<file path="src/rtl/cross_bar_pkg.sv">
// Shared types and width helpers for the cross-bar family (demux router, mux, arbiter).
package cross_bar_pkg;

  typedef enum logic [1:0] {
    IDLE  = 2'd0,
    ROUTE = 2'd1,
    DROP  = 2'd2
  } xbar_state_e;

  // Bits needed to index n items; never returns 0 so single-entry selects stay legal.
  function automatic int unsigned idx_width(input int unsigned n);
    return (n > 1) ? $clog2(n) : 1;
  endfunction

  // Bits needed to hold the value n itself (e.g. an occupancy count 0..n).
  function automatic int unsigned cnt_width(input int unsigned n);
    return $clog2(n + 1);
  endfunction

endpackage

</file>
<file path="src/rtl/cross_bar_fifo.sv">
// First-word-fall-through FIFO; a write becomes visible on the output the following cycle.
module cross_bar_fifo
  import cross_bar_pkg::*;
#(
  parameter int unsigned WIDTH      = 33,
  parameter int unsigned ADDR_WIDTH = 5
) (
  input  logic             clk,
  input  logic             rst_n,
  input  logic [WIDTH-1:0] in_data_i,
  input  logic             in_valid_i,
  output logic             in_ready_o,
  output logic [WIDTH-1:0] out_data_o,
  output logic             out_valid_o,
  input  logic             out_ready_i
);

  localparam int unsigned DEPTH = 2 ** ADDR_WIDTH;

  logic [WIDTH-1:0]  mem_q [DEPTH];
  logic [ADDR_WIDTH:0] wr_ptr_q, wr_ptr_d;
  logic [ADDR_WIDTH:0] rd_ptr_q, rd_ptr_d;
  logic full, empty, push, pop;

  // Extra pointer MSB tells a full ring from an empty one.
  assign full  = (wr_ptr_q[ADDR_WIDTH] != rd_ptr_q[ADDR_WIDTH]) &&
                 (wr_ptr_q[ADDR_WIDTH-1:0] == rd_ptr_q[ADDR_WIDTH-1:0]);
  assign empty = (wr_ptr_q == rd_ptr_q);

  assign push = in_valid_i && !full;
  assign pop  = out_ready_i && !empty;

  assign in_ready_o  = !full;
  assign out_valid_o = !empty;
  assign out_data_o  = mem_q[rd_ptr_q[ADDR_WIDTH-1:0]];

  assign wr_ptr_d = push ? wr_ptr_q + 1'b1 : wr_ptr_q;
  assign rd_ptr_d = pop  ? rd_ptr_q + 1'b1 : rd_ptr_q;

  always_ff @(posedge clk) begin
    if (push) begin
      mem_q[wr_ptr_q[ADDR_WIDTH-1:0]] <= in_data_i;
    end
  end

  always_ff @(posedge clk or negedge rst_n) begin
    if (!rst_n) begin
      wr_ptr_q <= '0;
      rd_ptr_q <= '0;
    end else begin
      wr_ptr_q <= wr_ptr_d;
      rd_ptr_q <= rd_ptr_d;
    end
  end

endmodule

</file>
<file path="src/rtl/cross_bar_demux_router.sv">
// 1:N AXI-Stream packet demux: the header beat selects an output channel, each channel buffered by its own FIFO.
module cross_bar_demux_router
  import cross_bar_pkg::*;
#(
  parameter int unsigned DATA_WIDTH      = 32,
  parameter int unsigned CHANNEL_NO      = 4,
  parameter int unsigned DEST_WIDTH      = 2,
  parameter int unsigned DEST_LSB        = 0,
  parameter int unsigned HDR_STRIP       = 0,
  parameter int unsigned FIFO_ADDR_WIDTH = 5,
  parameter int unsigned CNT_WIDTH       = 16
) (
  input  logic                                 aclk,
  input  logic                                 aresetn,
  input  logic [DATA_WIDTH-1:0]                s_axis_tdata,
  input  logic                                 s_axis_tvalid,
  input  logic                                 s_axis_tlast,
  output logic                                 s_axis_tready,
  output logic [CHANNEL_NO-1:0][DATA_WIDTH-1:0] m_axis_tdata,
  output logic [CHANNEL_NO-1:0]                m_axis_tvalid,
  output logic [CHANNEL_NO-1:0]                m_axis_tlast,
  input  logic [CHANNEL_NO-1:0]                m_axis_tready,
  output logic [CNT_WIDTH-1:0]                 drop_count,
  output logic                                 busy
);

  localparam logic [DEST_WIDTH:0] CH_LIMIT = (DEST_WIDTH + 1)'(CHANNEL_NO);
  localparam bit                  STRIP    = (HDR_STRIP != 0);

  xbar_state_e             state_q, state_d;
  logic [DEST_WIDTH-1:0]   sel_q, sel_d;
  logic [CNT_WIDTH-1:0]    drop_q, drop_d;
  logic                    ready_en_q;
  logic                    drop_inc;

  logic [DEST_WIDTH-1:0]   hdr_dest;
  logic                    dest_ok;
  logic                    in_valid;
  logic                    sel_ready;
  logic                    route_en;
  logic                    s_ready;

  logic [CHANNEL_NO-1:0]   sel_onehot;
  logic [CHANNEL_NO-1:0]   fifo_wvalid;
  logic [CHANNEL_NO-1:0]   fifo_wready;
  logic [DATA_WIDTH:0]     fifo_rdata [CHANNEL_NO];

  assign hdr_dest = s_axis_tdata[DEST_LSB +: DEST_WIDTH];
  assign dest_ok  = ({1'b0, hdr_dest} < CH_LIMIT);
  // Ingress is ignored for the first cycle after reset release.
  assign in_valid = s_axis_tvalid && ready_en_q;

  always_ff @(posedge aclk or negedge aresetn) begin
    if (!aresetn) begin
      state_q    <= IDLE;
      sel_q      <= '0;
      drop_q     <= '0;
      ready_en_q <= 1'b0;
    end else begin
      state_q    <= state_d;
      sel_q      <= sel_d;
      drop_q     <= drop_d;
      ready_en_q <= 1'b1;
    end
  end

  always_comb begin
    state_d  = state_q;
    sel_d    = sel_q;
    drop_inc = 1'b0;
    case (state_q)
      IDLE: begin
        if (in_valid) begin
          sel_d = hdr_dest;
          if (STRIP && s_axis_tlast) begin
            drop_inc = 1'b1;
          end else begin
            state_d = dest_ok ? ROUTE : DROP;
          end
        end
      end
      ROUTE: begin
        if (in_valid && sel_ready && s_axis_tlast) begin
          state_d = IDLE;
        end
      end
      DROP: begin
        if (in_valid && s_axis_tlast) begin
          state_d  = IDLE;
          drop_inc = 1'b1;
        end
      end
      default: state_d = IDLE;
    endcase
  end

  always_comb begin
    s_ready  = 1'b0;
    route_en = 1'b0;
    case (state_q)
      IDLE:  s_ready = ready_en_q && STRIP;
      ROUTE: begin
        s_ready  = ready_en_q && sel_ready;
        route_en = ready_en_q;
      end
      DROP:  s_ready = ready_en_q;
      default: s_ready = 1'b0;
    endcase
  end

  assign drop_d = (drop_inc && (drop_q != {CNT_WIDTH{1'b1}})) ? drop_q + 1'b1 : drop_q;

  assign s_axis_tready = s_ready;
  assign drop_count    = drop_q;
  assign busy          = (state_q != IDLE);

  // Only the selected FIFO sees valid/last; data is broadcast to all of them.
  for (genvar gi = 0; gi < CHANNEL_NO; gi++) begin : g_ch
    assign sel_onehot[gi]  = (sel_q == DEST_WIDTH'(gi));
    assign fifo_wvalid[gi] = route_en && s_axis_tvalid && sel_onehot[gi];

    cross_bar_fifo #(
      .WIDTH     (DATA_WIDTH + 1),
      .ADDR_WIDTH(FIFO_ADDR_WIDTH)
    ) u_fifo (
      .clk        (aclk),
      .rst_n      (aresetn),
      .in_data_i  ({s_axis_tlast && fifo_wvalid[gi], s_axis_tdata}),
      .in_valid_i (fifo_wvalid[gi]),
      .in_ready_o (fifo_wready[gi]),
      .out_data_o (fifo_rdata[gi]),
      .out_valid_o(m_axis_tvalid[gi]),
      .out_ready_i(m_axis_tready[gi])
    );

    assign m_axis_tdata[gi] = fifo_rdata[gi][DATA_WIDTH-1:0];
    assign m_axis_tlast[gi] = fifo_rdata[gi][DATA_WIDTH];
  end

  assign sel_ready = |(fifo_wready & sel_onehot);

endmodule

</file>
<file path="config.mk">
export PLATFORM = sky130hd
export DESIGN_NAME = cross_bar_demux_router
export DESIGN_NICKNAME = d
export VERILOG_FILES = /design/src/rtl/cross_bar_pkg.sv /design/src/rtl/cross_bar_fifo.sv /design/src/rtl/cross_bar_demux_router.sv
export SDC_FILE = /design/constraint.sdc
export NUM_CORES = 2
export LEC_CHECK = 0
export CAP_MARGIN = 20
export CORE_ASPECT_RATIO = 0.9
export CORE_MARGIN = 2
export CORE_UTILIZATION = 35
export CTS_CLUSTER_SIZE = 12
export DETAILED_ROUTE_END_ITERATION = 7
export DONT_BUFFER_PORTS = 1
export PLACE_DENSITY = 0.58
export SLEW_MARGIN = 20
export SYNTH_ARGS = -nofsm -noshare
export SYNTH_HDL_FRONTEND = slang
export SYNTH_HIERARCHICAL = 1
export SYNTH_MEMORY_MAX_BITS = 65536
export SYNTH_SLANG_ARGS = --single-unit
</file>
<file path="constraint.sdc">
create_clock -name aclk -period 2.88 [get_ports aclk]
set_input_delay 0.576 -clock aclk [delete_from_list [all_inputs] [get_ports aclk]]
set_output_delay 0.576 -clock aclk [all_outputs]
set_load 0.03 [all_outputs]
</file>
==> Word-level counts from Yosys, hierarchy flattened <==
Memories as Yosys holds them, arrays and structs flattened.
Cells that the tools add are included.
{ "op_classes": {"add_sub_neg": 9, "eq_ne": 21, "mux": 16, "n_bitwise": 1, "n_reduce_logical": 41} }
{ "op_table": {"columns": ["operator", "count"], "rows": [
  ["$add A6 B1 Y6 const B", 8],
  ["$logic_and A1 B1 Y1", 27],
  ["$eq A6 B6 Y1", 4],
  ["$eq A5 B5 Y1", 4],
  ["$add A16 B1 Y16 const B", 1],
  ["$ne A16 B16 Y1 const B", 1],
  ["$mux W1", 11],
  ["$logic_not A1 Y1", 8],
  ["$eq A2 B2 Y1 const B", 3],
  ["$mux W2", 3],
  ["$ne A2 B2 Y1 const B", 3],
  ["$pmux W2 S3", 1],
  ["$and A4 B4 Y4", 1],
  ["$eq A2 B1 Y1 const B", 2],
  ["$logic_not A2 Y1", 2],
  ["$ne A1 B1 Y1", 4],
  ["$reduce_or A4 Y1", 1],
  ["$reduce_and A3 Y1", 1],
  ["$pmux W1 S2", 1],
  ["$reduce_and A2 Y1", 1],
  ["$reduce_bool A2 Y1", 1]
]} }
{ "word_totals": {"regBits": 69, "ram_bits": 4224, "output_inout_bits": 154, "wordCells": 104, "mem_count": 4} }
{ "memory_table": {"columns": ["memory", "words", "width", "rd", "rd_clocked_by_memory_dff", "write_ports", "line", "text"], "rows": [
  ["g_ch[0].u_fifo.mem_q", 32, 33, 1, 0, 1, "cross_bar_fifo.sv:20", "logic [WIDTH-1:0] mem_q [DEPTH];"],
  ["g_ch[1].u_fifo.mem_q", 32, 33, 1, 0, 1, "cross_bar_fifo.sv:20", null],
  ["g_ch[2].u_fifo.mem_q", 32, 33, 1, 0, 1, "cross_bar_fifo.sv:20", null],
  ["g_ch[3].u_fifo.mem_q", 32, 33, 1, 0, 1, "cross_bar_fifo.sv:20", null]
]} }

==> Logic depth before layout (Yosys ltp) <==
{ "logic_depth": {"ltp_word": 9, "depth_mapped": 8, "ltp_nobuf": 6} }

==> Cells and area by module <==
Netlist, hierarchy kept.
{ "by_module_without_submodules": {"columns": ["module", "instances", "cells_per_inst", "area_per_inst_um2", "seq_area_each_um2"], "rows": [
  ["cross_bar_fifo (g_ch[0].u_fifo ...)", 2, 1692, 40232.3, 32010.7],
  ["cross_bar_fifo (g_ch[3].u_fifo)", 1, 1843, 40562.7, 32010.7],
  ["cross_bar_fifo (g_ch[2].u_fifo)", 1, 1843, 40541.4, 32010.7],
  ["cross_bar_demux_router", 1, 43, 365.4, 100.1]
]} }

==> Worst setup path after synthesis <==
No wires, ideal clock.
{ "synth_path": {"kind": "flip-flop to flip-flop", "startpoint": "register state_q[0]", "endpoint": "memory g_ch[2].u_fifo.mem_q[30][0], enable pin", "setup_time_ps": 423, "arrival_ps": 2776, "t_required_ps": 2457, "slack_ps": -319, "path_stages_with_launch": 7, "n_path_buf": 1, "period_less_slack_ps": 3199, "cell_sequence": "dfrtp_1 -> nand3_1 -> nor2_1 -> o31a_1 -> buf_2 -> nand2_1 -> nor2_1"} }
{ "synth_via": {"elab_chain_len": 7} }
{ "synth_rtl": {"columns": ["item", "line", "text"], "rows": [
  ["from (decl)", "cross_bar_demux_router.sv:30", "xbar_state_e state_q, state_d;"],
  ["from (signal assigned)", "cross_bar_demux_router.sv:60", "state_q <= state_d;"],
  ["$eq A2 B1 Y1", "cross_bar_demux_router.sv:100", "case (state_q)"],
  ["$mux W1", "cross_bar_demux_router.sv:100", null],
  ["$logic_and A1 B1 Y1 (2 in a row)", "cross_bar_demux_router.sv:120", "assign fifo_wvalid[gi] = route_en && s_axis_tvalid && sel_onehot[gi];"],
  ["via fifo_wvalid[2]", "cross_bar_demux_router.sv:44", "logic [CHANNEL_NO-1:0] fifo_wvalid;"],
  ["$logic_and A1 B1 Y1", "cross_bar_fifo.sv:30", "assign push = in_valid_i && !full;"],
  ["$mux W1", "cross_bar_fifo.sv:41", "if (push) begin"],
  ["$mux W1 (implied by the code)", "cross_bar_fifo.sv:42", "mem_q[wr_ptr_q[ADDR_WIDTH-1:0]] <= in_data_i;"],
  ["to (decl)", "cross_bar_fifo.sv:20", null]
]} }
The timed path passes the listed nets, and every way through them passes these cells.

==> qor_table.md <==
| Quantity | Value | Unit |
|---|---|---|
| Root buffer selected by CTS | sky130_fd_sc_hd__clkbuf_16 | - |
| Multiplexer fraction of the synthesized cell area | 14.54 | % |
| Type of the worst setup path | reg -> out | - |
| Netlist cell types | 48 | - |
| CTS buffer count | 426 | - |
| Depth of the worst register-to-register path | 10 | - |
| Fraction of layout instances using a drive strength above 1 | 38.89 | % |
| DRC Markers | 0 | - |
| Remaining antenna violation count after routing | 0 | - |
| Remaining global-route overflow | 0 | - |
| Crit-path max FO | 6 | - |
| HPWL reported at the end of detailed placement | 241300 | um |
| Maximum number of pins on one net before global-route repair | 130 | - |
| Max incr delay on CP | 0.50 | ns |
| Largest family of logic cells by synthesized area | multiplexers | - |
| Post-detailed-route wirelength per cell | 30.12 | um |
| CTS H-tree depth | 5 | - |
| Cell area after synthesis | 161900 | um^2 |
| Latest clock arrival within the worst-skew pair | 1.01 | ns |
| Flip-flop cell with the highest count after synthesis | sky130_fd_sc_hd__edfxtp_1 | - |
| Worst Hold Class | in -> reg | - |
| Final setup violation count | 137 | - |
| Final routed wirelength across all metal layers | 443100 | um |
| Most used cells in the layout excluding fill and tap cells | sky130_fd_sc_hd__edfxtp_1 (4224), sky130_fd_sc_hd__mux4_2 (918), sky130_fd_sc_hd__buf_4 (578), sky130_fd_sc_hd__clkbuf_16 (461), sky130_fd_sc_hd__buf_12 (298) | - |
| Clock transition at the register clock pins on the worst setup and hold paths after CTS | 0.06 | ns |
| Kind of start point of the critical path | register | - |
| Number of cells after detailed placement | 13750 | - |
| Initial cell density of the core | 35.20 | % |
| Number of vias in the routed layout | 81300 | - |
| Rel. slew slack | 27.77 | % |
| Synth Area in Compound Gates | 3.136 | % |
| Cell Rows | 236 | - |
| Number of enable-type register cells in the synthesized netlist | 4224 | - |
| Result of the run | finished with violations | - |
| Arrival time reported for the critical path endpoint | 3.26 | ns |
| Initial antenna violation count | 23 | - |
| Global placer's final weighted congestion | 0.7725 | - |
| Cell at the slowest stage of the critical path | sky130_fd_sc_hd__dfrtp_4 | - |
| Power per cell area | 977.8 | nW/um^2 |
| Clock tree from TritonCTS | yes | - |
| Most area-hungry cell type in the Yosys netlist | sky130_fd_sc_hd__edfxtp_1 | - |
| Share of the core filled with cells | 43.68 | % |
| Wire length of the first global-routing pass | 619100 | um |
| Number of nets in the final layout | 8453 | - |
| Number of port buffers | 0 | - |
| First DRT Iteration DRCs | 10080 | - |
| Total number of clock tree sinks | 4276 | - |
| Minimum period implied by the final worst setup slack | 3.833 | ns |
| Number of global-route vias before repair | 82260 | - |
| Simple-gate area share of the yosys netlist | 1.157 | % |
| Fraction of post-synthesis cell area in the top cell type by area | 78.33 | % |
| WHS | 0.05321 | ns |
| Destination of the critical timing path | m_axis_tdata[107] | - |
| Capture point of the worst reg-to-reg path | state_q[0]$_DFFE_PN0P_ | - |
| Avg Synthesized Cell Area | 22.77 | um^2 |
| Dominant cells by area after synthesis | sky130_fd_sc_hd__edfxtp_1 (78%), sky130_fd_sc_hd__mux4_2 (13%), sky130_fd_sc_hd__mux2i_1 (1.6%), sky130_fd_sc_hd__o22ai_1 (1.3%), sky130_fd_sc_hd__a22oi_1 (0.90%) | - |
| Beginning of the worst register-to-register path | g_ch[3].u_fifo/rd_ptr_q[0]$_DFFE_PN0P_ | - |
| Final Non-Filler Cells | 14710 | - |
| I/O pin count | 194 | - |
| Violations in the final reports | setup timing | - |
| Flip-flop and latch count after synthesis | 4276 | - |
| Via-per-instance ratio | 5.526 | - |
| R2r setup slk | 0.08 | ns |
| Xor and xnor area share after synthesis | 0.3678 | % |
| Slew of the pin with the lowest slew margin | 1.083 | ns |
| Setup repair after global routing missed its margin | yes | - |
| Die Outline Area | 468100 | um^2 |
| Synth Area in Adders | 0.1545 | % |
| Most common cell after layout, fill and taps aside | sky130_fd_sc_hd__edfxtp_1 | - |
| Maximum root-to-sink buffer count | 4 | - |
| Core footprint | 460100 | um^2 |
| Post-route fraction of the period consumed by the critical path | 133.1 | % |
| CP Data Required Time | 2.30 | ns |
| Total Routing Usage GR | 18.25 | % |
| Peak clock frequency supported by timing | 260.9 | MHz |
| Final Slew Violations | 0 | - |
| Critical Path, Cell by Cell | buf_12, buf_12, buf_4, buf_6, mux4_2, a211oi_4, a22oi_2, buf_6 | - |
| Number of hold violations in the final report | 0 | - |
| Share of synthesized flip-flops with an asynchronous set or reset | 1.216 | % |
| Final WS setup | -0.9533 | ns |
| Gate count after technology mapping | 7113 | - |
| Element type at the critical path end | primary output | - |
| Synthesis warning total | 6 | - |
| Launching element of the worst setup path | g_ch[3].u_fifo/rd_ptr_q[0]$_DFFE_PN0P_ | - |
| Die boundary width | 721.0 | um |
| Number of max-cap violations | 0 | - |
| Detailed Routing Iterations Pass 1 | 5 | - |
| Clk_skew | 0.06256 | ns |
| Leakage power of the design | 0.06353 | uW |
| Layout overhead on the synthesized area | 24.09 | % |
| Sequential-to-total area share from yosys stat | 79.13 | % |
| Die Y | 649.3 | um |
| IR drop worst, VDD | 0.8824 | mV |
final cells by class:
cell class	count	area, um^2
antenna	12	30.03
clock inverter	116	1167
inverter	12	45.04
multi-input combinational	2420	35960
timing repair buffer	1257	16670
sequential	4276	128200
tap	6069	7594
clock buffer	550	11290
fill	38580	259100
where the power goes:
part | total [uW] | switching [uW] | internal (uW)
clock | 51400 | 23000 | 28400
sequential | 69700 | 619 | 69100
combinational | 75400 | 39100 | 36300
worst max-delay path, delay by kind of cell, from the launching register on:
kind | cells | cell delay, ns
buf+inv | 5 | 0.74
compound gates | 2 | 0.56
flops | 1 | 0.50
mux | 1 | 0.47
kinds of logic after synthesis:
kind of cell / after synthesis
AND/OR/NAND/NOR: 380
buffers and inverters: 432
XOR/XNOR: 68
flip-flops: 4276
multiplexers: 1195
adder cells (fa/ha/maj): 20
other: 2
AO/OA/AOI/OAI: 740
metal layers:
metal / vias up / share of wire, % / global-route usage, %
met5: - / 0 / 0
met4: 0 / 2.2 / 3.914
met3: 557 / 8.1 / 2.832
met2: 3561 / 48 / 29.79
met1: 44110 / 41 / 25.99
li1: 33070 / - / -
synthesized netlist by cell type (3+ instances only):
cell,number
sky130_fd_sc_hd__inv_1,12
sky130_fd_sc_hd__nand2_1,43
sky130_fd_sc_hd__dfrtp_1,52
sky130_fd_sc_hd__o22ai_1,328
sky130_fd_sc_hd__buf_4,41
sky130_fd_sc_hd__a211oi_1,66
sky130_fd_sc_hd__mux2_2,4
sky130_fd_sc_hd__nor4_1,68
sky130_fd_sc_hd__nand3b_1,21
sky130_fd_sc_hd__clkbuf_1,136
sky130_fd_sc_hd__buf_6,52
sky130_fd_sc_hd__buf_1,23
sky130_fd_sc_hd__nor2b_1,6
sky130_fd_sc_hd__a22oi_1,194
sky130_fd_sc_hd__o31a_1,4
sky130_fd_sc_hd__mux2i_1,266
sky130_fd_sc_hd__buf_8,6
sky130_fd_sc_hd__ha_1,20
sky130_fd_sc_hd__or3b_2,6
sky130_fd_sc_hd__o221ai_1,66
sky130_fd_sc_hd__nand4_1,9
sky130_fd_sc_hd__clkbuf_4,4
sky130_fd_sc_hd__a21oi_1,71
sky130_fd_sc_hd__or3_1,6
sky130_fd_sc_hd__mux4_2,917
sky130_fd_sc_hd__mux4_1,6
sky130_fd_sc_hd__xnor2_1,48
sky130_fd_sc_hd__nor2_1,166
sky130_fd_sc_hd__nand2_2,8
sky130_fd_sc_hd__nand3_1,25
sky130_fd_sc_hd__a31oi_1,3
sky130_fd_sc_hd__buf_2,158
sky130_fd_sc_hd__xor2_1,20
sky130_fd_sc_hd__nor3_1,10
sky130_fd_sc_hd__edfxtp_1,4224
state kept, by name, summed over array words and instances, names as in the netlist:
signal,flops
g_ch.u_fifo/mem_q,4224
g_ch.u_fifo/wr_ptr_q,24
g_ch.u_fifo/rd_ptr_q,24
ready_en_q,1
state_q,1
sel_q,2
stage by stage:
| stage | power (uW) | instance area, um^2 | TNS [ns] | setup slack, ns |
|---|---|---|---|---|
| 4_1_cts | 192400 | 197600 | -127.24 | -1.041 |
| 6_report | 196500 | 200900 | -112.95 | -0.9533 |
| 5_1_grt | 203200 | 200900 | -131.82 | -1.041 |
| 3_3_place_gp | 131400 | 179700 | -2.740 | -0.3979 |
| 3_5_place_dp | 131700 | 179700 | -2.596 | -0.2910 |
| 2_1_floorplan | 105000 | 162000 | -1189.99 | -0.3195 |
repair_timing:
action                                  in CTS  in global routing
endpoints found under the setup margin     137                319
pin swaps                                   78                131
buffers inserted                           102                116
cloned                                      27                 30
hold buffers                                60                  0
gates resized for setup                    524                373
hold endpoints to repair                  4165                  0
worst min path at each step:
stage                           startpoint                                      to  slack [ns]  cells past startpoint
final                     s_axis_tdata[30]  g_ch[0].u_fifo/mem_q[27][30]$_DFFE_PP_        0.05                      1
after global routing      s_axis_tdata[16]   g_ch[1].u_fifo/mem_q[6][16]$_DFFE_PP_       0.005                      1
after CTS                 s_axis_tdata[30]  g_ch[0].u_fifo/mem_q[27][30]$_DFFE_PP_       0.007                      1
after detailed placement           aresetn  g_ch[0].u_fifo/wr_ptr_q[3]$_DFFE_PN0P_        0.30                      0
after global placement             aresetn  g_ch[0].u_fifo/wr_ptr_q[3]$_DFFE_PN0P_        0.30                      0
after floorplan                    aresetn  g_ch[0].u_fifo/rd_ptr_q[0]$_DFFE_PN0P_        0.28                      0
No activity file was read; power rests on OpenSTA's default activity.
